==> config.mk <==
export PLATFORM = sky130hd
export DESIGN_NAME = div_unit
export DESIGN_NICKNAME = d
export VERILOG_FILES = /design/src/rtl/div_unit.sv
export SDC_FILE = /design/constraint.sdc
export NUM_CORES = 1
export LEC_CHECK = 0
export CAP_MARGIN = 20
export CORE_MARGIN = 2
export CORE_UTILIZATION = 58
export DETAILED_ROUTE_END_ITERATION = 8
export PLACE_DENSITY = 0.81
export RECOVER_POWER = 50
export SYNTH_ARGS = -nofsm -noshare
export SYNTH_HDL_FRONTEND = slang
export SYNTH_SLANG_ARGS = --single-unit
==> constraint.sdc <==
create_clock -name clk -period 5.1 [get_ports clk]
set_clock_uncertainty 0.2 [all_clocks]
set_input_delay 0.765 -clock clk [delete_from_list [all_inputs] [get_ports clk]]
set_output_delay 0.765 -clock clk [all_outputs]
set_load 0.1 [all_outputs]
==> src/rtl/div_unit.sv <==
// 32-bit radix-2 restoring divider, signed or unsigned.
// Start edge latches operands; result valid after the 33rd edge.
module div_unit (
  input  logic        clk,
  input  logic        rstn,
  input  logic        enable,
  input  logic        is_signed,
  input  logic [31:0] src,
  input  logic [31:0] sink,
  output logic        completed,
  output logic [31:0] quo,
  output logic [31:0] res
);

  typedef enum logic [1:0] {
    IDLE,
    BUSY,
    DONE
  } state_e;

  state_e      state_q, state_d;
  logic [31:0] a_q, a_d;
  logic [31:0] b_q, b_d;
  logic [31:0] rem_q, rem_d;
  logic [31:0] src_q, src_d;
  logic [31:0] quo_q, quo_d;
  logic [31:0] res_q, res_d;
  logic [4:0]  cnt_q, cnt_d;
  logic        qneg_q, qneg_d;
  logic        rneg_q, rneg_d;
  logic        dz_q, dz_d;
  logic        done_q, done_d;

  logic [32:0] rem_sh;
  logic [33:0] diff;
  logic        ge;
  logic [31:0] q_nxt;
  logic [31:0] r_nxt;

  // One restoring step: a_q shifts dividend bits out and quotient bits in.
  always_comb begin
    rem_sh = {rem_q, a_q[31]};
    diff   = {1'b0, rem_sh} - {2'b00, b_q};
    ge     = ~diff[33];
    q_nxt  = {a_q[30:0], ge};
    r_nxt  = ge ? diff[31:0] : rem_sh[31:0];
  end

  always_comb begin
    state_d = state_q;
    a_d     = a_q;
    b_d     = b_q;
    rem_d   = rem_q;
    src_d   = src_q;
    quo_d   = quo_q;
    res_d   = res_q;
    cnt_d   = cnt_q;
    qneg_d  = qneg_q;
    rneg_d  = rneg_q;
    dz_d    = dz_q;
    done_d  = done_q;
    unique case (state_q)
      IDLE, DONE: begin
        if (enable) begin
          state_d = BUSY;
          src_d   = src;
          a_d     = (is_signed && src[31]) ? -src : src;
          b_d     = (is_signed && sink[31]) ? -sink : sink;
          rem_d   = '0;
          cnt_d   = '0;
          qneg_d  = is_signed & (src[31] ^ sink[31]);
          rneg_d  = is_signed & src[31];
          dz_d    = (sink == '0);
          done_d  = 1'b0;
        end
      end
      BUSY: begin
        a_d   = q_nxt;
        rem_d = r_nxt;
        cnt_d = cnt_q + 5'd1;
        if (cnt_q == 5'd31) begin
          state_d = DONE;
          done_d  = 1'b1;
          // Sign fixup folds into the final iteration edge.
          quo_d   = dz_q ? '1 : (qneg_q ? -q_nxt : q_nxt);
          res_d   = dz_q ? src_q : (rneg_q ? -r_nxt : r_nxt);
        end
      end
      default: state_d = IDLE;
    endcase
  end

  always_ff @(posedge clk or negedge rstn) begin
    if (!rstn) begin
      state_q <= IDLE;
      a_q     <= '0;
      b_q     <= '0;
      rem_q   <= '0;
      src_q   <= '0;
      quo_q   <= '0;
      res_q   <= '0;
      cnt_q   <= '0;
      qneg_q  <= 1'b0;
      rneg_q  <= 1'b0;
      dz_q    <= 1'b0;
      done_q  <= 1'b0;
    end else begin
      state_q <= state_d;
      a_q     <= a_d;
      b_q     <= b_d;
      rem_q   <= rem_d;
      src_q   <= src_d;
      quo_q   <= quo_d;
      res_q   <= res_d;
      cnt_q   <= cnt_d;
      qneg_q  <= qneg_d;
      rneg_q  <= rneg_d;
      dz_q    <= dz_d;
      done_q  <= done_d;
    end
  end

  assign completed = done_q;
  assign quo       = quo_q;
  assign res       = res_q;

endmodule

## After elaboration in Yosys (flattened, before gate mapping)

Index checks and enable logic that the tools add are counted.

- Latch bits: 0
- Bits in writable memories: 0
- Memory bits (read-only): 0
- Output and inout port bits: 65
- Input bits: 68
- Memories: 0
- Register bits: 203
- Word-level logic and storage cells: 57

- Multiplexer cells: 19
- Shift operators: 0
- Add/sub/neg operators: 6
- Eq/ne operators: 5
- $mul: 0
- Bitwise logic cells: 4
- Div/mod/pow operators: 0
- Reduce and logical (&&, ||, !) cells: 11
- Order comparisons: 0

Operators by type and width:

| operator | number |
|---|---|
| 32-bit 2-to-1 mux | 9 |
| 32-bit negator | 4 |
| 32-bit one-hot mux with 2 select lines | 2 |
| 33-bit by 32-bit subtractor with 34-bit output | 1 |
| 32-bit logical NOT | 1 |
| 5-bit one-hot mux with 2 select lines | 1 |
| 2-bit AND reduction | 4 |
| 5-bit by 1-bit adder with 5-bit output, second input constant | 1 |
| 5-bit == test, second input constant | 1 |
| 5-bit 2-to-1 mux | 1 |
| 2-bit 2-to-1 mux | 2 |
| 2-bit inequality test, second input constant | 2 |
| 2-bit one-hot mux with 2 select lines | 1 |
| 3-bit AND reduction | 1 |
| 1-bit bitwise AND | 2 |
| 2-bit by 1-bit == test with 1-bit output, second input constant | 1 |
| 2-bit == test, second input constant | 1 |
| 1-bit logical AND | 2 |
| 2-bit logical NOT | 1 |
| 1-bit 2-to-1 mux | 2 |
| 1-bit one-hot mux with 2 select lines | 1 |
| 2-bit nonzero test | 1 |
| 2-bit OR reduction | 1 |
| 1-bit inverter | 1 |
| 1-bit bitwise XOR | 1 |

## Depth between registers and ports, before layout

Gate-level depths: netlist of the first run.

- Word-level depth: 5
- Mapped depth: 21
- Mapped depth without buffers: 17

## Worst setup path before layout of the first run

No wires, ideal clock.

- Path type: register to register
- Start point: register rem_q[7]
- End point: register res_q[28] (netlist: res[28])
- Path slack: 0.637 ns
- Arrival time: 4.139 ns
- Period minus slack after synthesis: 4.463 ns
- Buffers on the path: 4
- Stages on the path, launching flop included: 21
- Library setup time: 0.125 ns
- Data required time: 4.775 ns
- Path through: dfrtp_1 -> ha_1 -> buf_6 -> a21oi_1 -> a21boi_0 -> nand2b_1 -> a31oi_1 -> or2_1 -> buf_6 -> inv_4 -> buf_4 -> clkbuf_1 -> mux2i_1 -> ha_1 -> nand2_1 -> nor3_1 -> a31o_2 -> nand4_2 -> o31ai_1 -> mux2i_1 -> a21oi_1

- Longest elaborated chain between the ends: 5

Ends and longest elaborated chain:

| what | line | source |
|---|---|---|
| start, declared | 24 | `logic [31:0] rem_q, rem_d;` |
| start signal, assigned | 111 | `rem_q <= rem_d;` |
| 33-bit by 32-bit subtractor with 34-bit output | 43 | `diff = {1'b0, rem_sh} - {2'b00, b_q};` |
| 32-bit 2-to-1 mux * | 46 | `r_nxt = ge ? diff[31:0] : rem_sh[31:0];` |
| 32-bit negator | 86 | `res_d = dz_q ? src_q : (rneg_q ? -r_nxt : r_nxt);` |
| 32-bit 2-to-1 mux * (2 in a row) | 86 |  |
| end signal, assigned | 114 | `res_q <= res_d;` |
| end, declared | 27 | `logic [31:0] res_q, res_d;` |

Mark *: on every way between the ends. The rest lies on a longest branch, timed or not.
A chain may end at the register's enable or synchronous reset.

## Final worst setup path of the first run

- Start point: register rem_q[0]
- End point: register res_q[28] (netlist: res[28])

Same word-level chain as after synthesis.

==> impl_metrics.json, run 1 <==
{
  "die_area_um2": 24300,
  "cts_buffer_depth": 3,
  "cap_viol_max_count": 3,
  "topRoutingLayerUsed": "met4",
  "drt_iter0_markers": 1152,
  "floorplan.initialDensity_pct": 59.0,
  "std_cell_rows": 55,
  "synth-compound-area-share_pct": 23.7,
  "async_s_r_ff_share_synth_pct": 100,
  "muxShareOfSynthArea_pct": 2.17,
  "synth-xor-area-share_pct": 9.05,
  "tritoncts": "done",
  "postSynthRegisterBits": 203,
  "detail_route.wirelength_um": 38400,
  "floorplan.die.height_um": 156,
  "worstSetupEndpointType": "flop",
  "count_of_cell_types_in_the_netlist": 85,
  "synth_nets": 1711,
  "syn_area_per_cell_um2": 8.32,
  "synth_enable_flop_cells": 0,
  "clock.fmax_mhz": 212,
  "synth_top_family_by_area": "compound AO/OA/AOI/OAI gates",
  "synth_sequential_area_ratio_pct": 38.0,
  "critPathArrivalTime_ps": 4920,
  "setup_repair_after_global_routing_missed_its_margin": "false",
  "ioPinCount": 133,
  "globalRoute.totalOverflow": 0,
  "hold_class": "reg2reg",
  "grt_pass1_vias": 11900,
  "globalplace.congestion": 0.974,
  "drc": 0,
  "setup_total_negative_slack_ps": 0,
  "layout-drive-gt1-share_pct": 5.89,
  "whs_path_depth": 2,
  "reg2regPathDepth": 16,
  "max-slew-margin-rel_pct": -133,
  "drt-met1-wl_um": 16500,
  "detail_route_antenna_nets": 0,
  "drt-pass1-iter-count": 5,
  "cp_data_required_time_ps": 5300,
  "met2RoutedLength_um": 18300,
  "port_buffers": 132,
  "yosys.area_share.adder_pct": 3.71,
  "core_um2": 22600,
  "hold_viol": 0,
  "global_route_wire_length_before_repair_um": 61700,
  "grt_antenna_before_repair": 2,
  "cts.sink_count": 203,
  "detailroute.via_count": 12500,
  "grt_max_degree": 125,
  "leading_cell_types_in_the_layout_fill_and_taps_excluded": "sky130_fd_sc_hd__nand2_1 (267), sky130_fd_sc_hd__dfrtp_1 (203), sky130_fd_sc_hd__o21ai_0 (188)",
  "synth_ff_type": "sky130_fd_sc_hd__dfrtp_1",
  "synthesis.area_um2": 13400,
  "criticalPathCategory": "reg2reg",
  "clk_pin_slew_ps": 50,
  "area.growth.synth_to_final_pct": 17.3,
  "numCtsBuffers": 24,
  "most_common_library_cell_in_the_layout_ignoring_fill_and_taps": "sky130_fd_sc_hd__nand2_1",
  "post_synth_and_or_nand_nor_area_fraction_pct": 19.2,
  "report.final.slew_viol_count": 182,
  "min_period_over_period_pct": 92.6,
  "setup_violations": 0,
  "grt.total_usage_pct": 31.5,
  "num-nets-final": 1804,
  "routed_wire_length_on_met3_um": 2500,
  "yosys_warnings": 0,
  "worstMarginPinSlew_ps": 3500,
  "clk_lat_worst_skew_ps": 530,
  "crit_path_max_fanout": 10,
  "failed_checks": "max-capacitance violations, max-slew violations",
  "run_status": "complete, but fails checks",
  "ctsHtreeMaxLevel": 1,
  "timing.final.crit_period_ps": 4720,
  "wl_per_cell_um": 19.2,
  "synth_cells": 1604,
  "floorplan.die.width_um": 156,
  "place.detailed.hpwl_um": 27500,
  "worst_setup_path_start_kind": "flop",
  "vias_per_cell": 6.24,
  "clk_root_buffer_cell": "sky130_fd_sc_hd__clkbuf_16"
}
[logic make-up (layout without fill, tap and decap cells)]
group           after synthesis  count (layout)
simple gates                559             559
compound gates              499             499
flops                       203             203
xor+xnor                    138             138
buf+inv                     137             248
fa+ha+maj                    39              39
mux                          29              29
other cells                   0               1
[critical path, stage by stage (launching register included)]
cell                       delay, ps
sky130_fd_sc_hd__dfrtp_1         440
sky130_fd_sc_hd__ha_1            290
sky130_fd_sc_hd__nor2b_1         150
sky130_fd_sc_hd__o31a_4          320
sky130_fd_sc_hd__o211ai_1        380
sky130_fd_sc_hd__a31oi_1         180
sky130_fd_sc_hd__or2_2           420
sky130_fd_sc_hd__inv_4           160
sky130_fd_sc_hd__mux2i_1         300
sky130_fd_sc_hd__ha_1            230
sky130_fd_sc_hd__nand2_1          70
sky130_fd_sc_hd__nor3_1          290
sky130_fd_sc_hd__a31o_2          340
sky130_fd_sc_hd__nand4_2         200
sky130_fd_sc_hd__o31ai_1         310
sky130_fd_sc_hd__mux2i_1         240
sky130_fd_sc_hd__a21oi_1          80
[final timing paths]
kind	from	to	slack, ps
setup reg to reg	rem_q[0]	res[28]	380
max in group asynchronous	rstn	a_q[31]	680
hold reg to reg	src_q[24]	src_q[24]	270
min in group asynchronous	rstn	b_q[15]	1090
setup / recovery	rem_q[0]	res[28]	380
hold / removal	src_q[24]	src_q[24]	270
[synthesized netlist by cell type, types with 31 or more instances]
library cell | n | area (um^2)
sky130_fd_sc_hd__a21oi_1 | 112 | 561
sky130_fd_sc_hd__a22oi_1 | 33 | 248
sky130_fd_sc_hd__clkbuf_1 | 67 | 251
sky130_fd_sc_hd__dfrtp_1 | 203 | 5080
sky130_fd_sc_hd__ha_1 | 38 | 475
sky130_fd_sc_hd__inv_1 | 49 | 184
sky130_fd_sc_hd__nand2_1 | 267 | 1000
sky130_fd_sc_hd__nor2_1 | 110 | 413
sky130_fd_sc_hd__nor3_1 | 31 | 155
sky130_fd_sc_hd__o21ai_0 | 188 | 941
sky130_fd_sc_hd__xnor2_1 | 54 | 473
sky130_fd_sc_hd__xor2_1 | 84 | 736
[registers in the layout (all words and copies together), names as in the netlist]
register	cells
cnt_q	5
rneg_q	1
dz_q	1
state_q	2
b_q	32
src_q	32
qneg_q	1
completed	1
res	32
quo	32
rem_q	32
a_q	32
[per-layer routing]
metal / vias up / GRT usage, %
met5: - / 0
met4: 0 / 9.35
met3: 81 / 4.56
met2: 469 / 51.9
met1: 6034 / 43.5
li1: 5908 / -
[what timing repair did]
| action | in CTS | in global routing |
|---|---|---|
| hold buffers | 0 | 1 |
| endpoints found under the setup margin | 0 | 2 |
| buffers inserted | 0 | 0 |
| endpoints found under the hold margin | 0 | 32 |
| gates resized for setup | 0 | 1 |
[layout make-up]
class,instances,area [um^2]
clock buffer,36,737
clock inverter,8,68.8
antenna,1,2.50
fill,1834,6980
inverter,50,190
tap,285,357
timing repair buffer,154,1490
sequential,203,5080
multi-input combinational,1264,7740
[stage by stage]
stage / util (%) / cell area [um^2] / setup WS [ps] / std cells / hold slack (ps)
2_1_floorplan: - / 13400 / 637 / 1604 / 238
3_3_place_gp: 65.6 / 14900 / 337 / 1953 / 255
3_5_place_dp: 65.7 / 14900 / 256 / 1954 / 261
4_1_cts: 69.2 / 15700 / 357 / 1998 / 274
5_1_grt: 69.2 / 15700 / 5.74 / 2000 / 295
6_report: 69.2 / 15700 / 377 / 2001 / 272
Power of run 1 is left out: the tool's default activity adds up to more than one toggle a clock period on the data nets, which glitch-free logic cannot reach.
==> run 2: changes to the inputs <==
Settings changed: ABC_AREA from default to 1, HOLD_SLACK_MARGIN from default to 0.05.
==> run 2 against run 1 <==
- the run still ends with max-capacitance violations, max-slew violations left
- final cell count up 22%
- critical path depth increased by 6
- register-to-register slack improved by 540 ps
- flip-flop and latch count stayed put
==> impl_metrics.json, run 2 <==
{
  "run_status": "complete, but fails checks",
  "failed_checks": "max-capacitance violations, max-slew violations",
  "floorplan.die.height_um": 158,
  "path_buf_inv": 2,
  "std_cell_rows": 56,
  "report.final.slew_viol_count": 149,
  "synth_enable_flop_cells": 0,
  "wl_per_cell_um": 18.3,
  "synthesis.area_um2": 13800,
  "whs_path_depth": 2,
  "leading_cell_types_in_the_layout_fill_and_taps_excluded": "sky130_fd_sc_hd__nand2_1 (618), sky130_fd_sc_hd__inv_1 (251), sky130_fd_sc_hd__dfrtp_1 (203)",
  "grt_max_degree": 119,
  "criticalPathCategory": "reg2reg",
  "detail_route_antenna_nets": 0,
  "worst_path_max_delay_cell": "sky130_fd_sc_hd__buf_4",
  "crit_chain": "ha_1 > nand2_1 > nor2_1 > nand3_1 > nand3_2 > nand2_1 > nand2_2 > nand2_4 > nand2_8 > buf_4 > nand2_1 > o21ai_2 > ha_1 > nand3_1 > nand2_2 > nand3_2 > inv_2 > nand3_1 > nand2_1 > nand3_1 > nand2_1 > nand2_1",
  "post_synth_most_frequent_cells": "sky130_fd_sc_hd__nand2_1 (619), sky130_fd_sc_hd__inv_1 (251), sky130_fd_sc_hd__dfrtp_1 (203)",
  "cp_common_cell": "sky130_fd_sc_hd__nand2_1",
  "async_s_r_ff_share_synth_pct": 100,
  "worstSetupEndpointType": "flop",
  "drt-pass1-iter-count": 6,
  "clk_pin_slew_ps": 60,
  "globalRoute.totalOverflow": 0,
  "synth.most_common_cell": "sky130_fd_sc_hd__nand2_1",
  "synth_nets": 2099,
  "synthDominantAreaCellType": "sky130_fd_sc_hd__dfrtp_1",
  "ff_latch_area_um2": 5080,
  "timing.final.crit_period_ps": 4180,
  "cts.sink_count": 203,
  "numCtsBuffers": 24,
  "setup_violations": 0,
  "worstMarginPinSlew_ps": 3190,
  "nFillCells": 2015,
  "detail_route.wirelength_um": 44700,
  "reg2regPathDepth": 22,
  "layout-drive-gt1-share_pct": 6.09,
  "synth.area.top_cells": "sky130_fd_sc_hd__dfrtp_1 (37%), sky130_fd_sc_hd__nand2_1 (17%), sky130_fd_sc_hd__inv_1 (6.8%)",
  "global_route_wire_length_before_repair_um": 70600,
  "cts_setup_buffers": 0,
  "netlist.area_leader.share_pct": 36.7,
  "drc": 0,
  "timing.critical_path.depth": 22,
  "critPathArrivalTime_ps": 4390,
  "placedInstanceArea_um2": 15400,
  "yosys_warnings": 0,
  "die_area_um2": 25100,
  "detailroute.via_count": 14000,
  "cap_viol_max_count": 2,
  "core_um2": 23500,
  "synth_cells": 1992,
  "cp_data_required_time_ps": 5310,
  "multiInputGateArea_um2": 7460,
  "ioPinCount": 133,
  "setup_repair_after_global_routing_missed_its_margin": "false",
  "vias_per_cell": 5.73,
  "critPathTopFamily": "simple AND/OR/NAND/NOR gates",
  "syn_area_per_cell_um2": 6.95,
  "postSynthRegisterBits": 203,
  "grt_pass1_vias": 13200,
  "globalplace.congestion": 0.997,
  "place.detailed.hpwl_um": 33100,
  "critical-path-max-stage-delay_ps": 500,
  "cts-hold-fix-buffers": 0,
  "post_layout_nonfiller_instances": 2438,
  "num-nets-final": 2206,
  "post_cts_resized": 0,
  "ctsHtreeMaxLevel": 1,
  "synth_ff_type": "sky130_fd_sc_hd__dfrtp_1",
  "max-slew-margin-rel_pct": -113,
  "floorplan.die.width_um": 158,
  "hold_class": "reg2reg",
  "clk_lat_worst_skew_ps": 520,
  "most_common_library_cell_in_the_layout_ignoring_fill_and_taps": "sky130_fd_sc_hd__nand2_1",
  "clk_root_buffer_cell": "sky130_fd_sc_hd__clkbuf_16",
  "final_design_area_no_fill_um2": 16200,
  "crit_path_max_fanout": 52,
  "post-place-ws_ps": 1050,
  "floorplan.initialDensity_pct": 58.9,
  "clock.fmax_mhz": 239,
  "count_of_cell_types_in_the_netlist": 55,
  "drt_iter0_markers": 1511,
  "worst_setup_path_start_kind": "flop",
  "min_period_over_period_pct": 81.9,
  "timing.final.ws_setup_ps": 921,
  "setup_total_negative_slack_ps": 0,
  "hold_viol": 0,
  "grt_antenna_before_repair": 1,
  "tritoncts": "done",
  "grt.total_usage_pct": 36.3,
  "area.growth.synth_to_final_pct": 17.0,
  "port_buffers": 132,
  "cts_buffer_depth": 3,
  "synth_sequential_area_ratio_pct": 36.7,
  "dp.cells": 2391
}
run 2: worst min-delay path, stage by stage, from the launching register on:
cell,delay [ps]
sky130_fd_sc_hd__dfrtp_1,340
sky130_fd_sc_hd__nand2_1,50
sky130_fd_sc_hd__nand2_1,50
run 2: final cells by class:
type                    instances  share of cell area (%)
diodes                          2                  0.0309
repair buffers                147                    8.99
clock inverters                12                   0.610
multi-input cells            1457                    46.1
inverters                     266                    6.17
clock buffers                  32                    4.27
well taps                     319                    2.46
flip-flops and latches        203                    31.4
run 2: kinds of logic after synthesis:
family,Yosys count,share of synthesized area (%)
AOI/OAI and AO/OA,340,14.6
xor gates and xnor gates,89,5.63
adders and majority gates,39,3.58
buffers and inverters,332,9.39
DFF,203,36.7
and+or+nand+nor,989,30.1
run 2: routing by layer:
metal	track usage [%]	wire length (um)	vias up
li1	-	-	6653
met1	53.1	19700	6523
met2	55.7	19500	689
met3	5.17	4050	103
met4	11.8	1360	0
met5	0	0	-
run 2: worst paths after layout:
check / end / startpoint / slack, ps
max in group asynchronous: b_q[7] / rstn / 1460
setup / recovery: res[26] / rem_q[5] / 920
hold reg to reg: res[23] / res[23] / 280
min in group asynchronous: b_q[16] / rstn / 1050
hold / removal: res[23] / res[23] / 280
setup reg to reg: res[26] / rem_q[5] / 920
run 2: metrics by stage:
stage	hold slack (ps)	util, %
floorplan	240	-
global placement	256	65.5
detailed placement	264	65.5
CTS	254	68.9
global route	293	69.0
finish	278	69.0
Power of run 2 is left out for the same reason.
==> RTL change: new RTL, flow settings as in run 1 <==
Add an input register stage for `src`; this delays it by one clock. The other inputs are not delayed to match.
--- a/src/rtl/div_unit.sv
+++ b/src/rtl/div_unit.sv
@@ -17,6 +17,12 @@
     BUSY,
     DONE
   } state_e;
+
+  logic [31:0] src_r;
+
+  always_ff @(posedge clk) begin
+    src_r <= src;
+  end
 
   state_e      state_q, state_d;
   logic [31:0] a_q, a_d;
@@ -63,13 +69,13 @@
       IDLE, DONE: begin
         if (enable) begin
           state_d = BUSY;
-          src_d   = src;
-          a_d     = (is_signed && src[31]) ? -src : src;
+          src_d   = src_r;
+          a_d     = (is_signed && src_r[31]) ? -src_r : src_r;
           b_d     = (is_signed && sink[31]) ? -sink : sink;
           rem_d   = '0;
           cnt_d   = '0;
-          qneg_d  = is_signed & (src[31] ^ sink[31]);
-          rneg_d  = is_signed & src[31];
+          qneg_d  = is_signed & (src_r[31] ^ sink[31]);
+          rneg_d  = is_signed & src_r[31];
           dz_d    = (sink == '0);
           done_d  = 1'b0;
         end
Formal check against the unedited RTL: same outputs for any inputs over 10 cycles, from zero or initial values and one cycle with rstn low; that may be too few to reach the edited logic, so the function may still have changed.
==> RTL change against run 1 <==
- the run still ends with max-capacitance violations, max-slew violations left
- highest routed layer unchanged
- synthesized area is 4.5% higher
- design area up 5.2%
- wire length grew 3.6%
- die area up 4.3%
- setup slack worse by 0.10 ns
- largest cell class unchanged
- critical path depth is the same
- sequential cell count increased by 32
Power is left out: the tool's default activity adds up to more than one toggle a clock period on the data nets, which glitch-free logic cannot reach.
==> RTL change: results <==
group,metric,value,unit
yosys,async_flop_share,86.38,%
layout,diodes,0,
yosys,synth_nets,1731,
placed_design,hpwlAfterDp,28.18,mm
yosys,synthXorXnorAreaFrac,8.101,%
yosys,synth_edf_count,0,
global_route,grt_usage,31.17,%
timing,slew_violations,203,
outcome,violations,"max-capacitance violations, max-slew violations",
global_route,first_global_vias,12249,
layout,layout-drive-gt1-share,5.913,%
global_route,grt_start_max_net_pins,104,
yosys,synth-compound-area-share,22.13,%
layout,nets,1828,
yosys,synthAdderAreaFrac,3.553,%
hold_path,hold_depth,2,
job,maxCapViolations,2,
routing,drt-pass1-iter-count,7,
global_route,antenna_found_initial,1,
cts,clk_latency,0.56,ns
yosys,synthTopCellsByArea,"dfrtp_1 36%, nand2_1 7.3%, o21ai_0 6.0%",
critical_path,cp_max_fo,7,
routing,routedWlPerCell,19.30,um
cts,numCtsBuffers,27,
critical_path,worst_path_largest_cell_delay,0.49,ns
outcome,status,"finished, violations left",
hold_path,min_path_type,"flip-flop to flip-flop",
critical_path,crit_arrival,5.05,ns
routing,drt_iter0_markers,1143,
layout,fillers,1905,
routing,dr_total_vias,12694,
cts,cts_root_buf,"clkbuf_16",
yosys,yosys-top-cells-count,"270 x nand2_1, 203 x dfrtp_1, 168 x o21ai_0",
placed_design,io_buffers,132,
yosys,yosysWarnings,0,
yosys,muxShareOfSynthArea,2.153,%
placed_design,gp_congestion,0.9602,
global_route,grt_first_pass_wirelength,64.74,mm
yosys,ys_seq_area_share,41.02,%
critical_path,worst_path_max_delay_cell,"or4_1",
cts,htreeDepth,1,
timing,slew_headroom,-132.8,%
yosys,synth_cell_types,87,
-- RTL change: cell types whose count changed after synthesis, sizes merged, moves of 8 or more --
cell and change:
a211oi -8, xor2 -11, o21a +9, or3 -9, a22o +8, nor2 +11, dfxtp +32, o21ai -9
-- RTL change: final cells by class --
type,instances,area [sq um],area share (%)
repair buffers,150,1484,9.006
multi-input cells,1254,7739,46.97
well taps,319,399.1,2.422
flip-flops and latches,235,5720,34.72
clock buffers,37,794.5,4.822
inverters,53,198.9,1.207
clock inverters,13,141.4,0.8581
-- RTL change: logic make-up after synthesis --
| family | Yosys count |
|---|---|
| adder cells (fa/ha/maj) | 39 |
| multiplexers | 30 |
| AND/OR/NAND/NOR | 573 |
| buffers and inverters | 135 |
| XOR/XNOR | 129 |
| flip-flops | 235 |
| AO/OA/AOI/OAI | 483 |
-- RTL change: path summary, 6_finish.rpt --
kind / from / to / slack [ns]
setup / recovery: rem_q[3]$_DFFE_PN0P_ / quo[28]$_DFFE_PN0P_ / 0.28
hold / removal: src_q[30]$_DFFE_PN0P_ / src_q[30]$_DFFE_PN0P_ / 0.27
setup reg to reg: rem_q[3]$_DFFE_PN0P_ / quo[28]$_DFFE_PN0P_ / 0.28
hold reg to reg: src_q[30]$_DFFE_PN0P_ / src_q[30]$_DFFE_PN0P_ / 0.27
max in group asynchronous: rstn / rem_q[11]$_DFFE_PN0P_ / 1.27
min in group asynchronous: rstn / b_q[9]$_DFFE_PN0P_ / 0.79
-- RTL change: repair_timing --
item | CTS | global route
hold buffers | 0 | 0
buffers inserted | 0 | 0
setup endpoints to repair | 0 | 8
gates resized for setup | 0 | 5
-- RTL change: worst max-delay path: cells and delay by family (launching register included) --
family	cells	cell delay, ns
flops	1	0.47
simple gates	7	1.92
xor+xnor	1	0.17
buf+inv	1	0.11
fa+ha+maj	2	0.54
compound gates	5	1.28
-- RTL change: metal layers --
layer  share of wire [%]  wire length [um]  GRT usage (%)
met2                  47             18850          51.28
met5                   0                 0              0
met3                 6.2              2448          3.907
met1                  44             17450          43.64
met4                 2.6              1034          8.926
-- RTL change: through the flow --
step | utilization (%) | instance area (sq um) | instances | setup slack [ns] | hold WS, ns
after floorplan | - | 13950 | 1624 | 0.1667 | 0.2328
after global placement | 65.84 | 15500 | 2009 | 0.3894 | 0.2563
after detailed placement | 65.84 | 15500 | 2009 | 0.2839 | 0.2581
after CTS | 69.81 | 16440 | 2059 | 0.2266 | 0.1450
after global routing | 69.99 | 16480 | 2061 | 0.01828 | 0.2859
final | 69.99 | 16480 | 2061 | 0.2754 | 0.2716
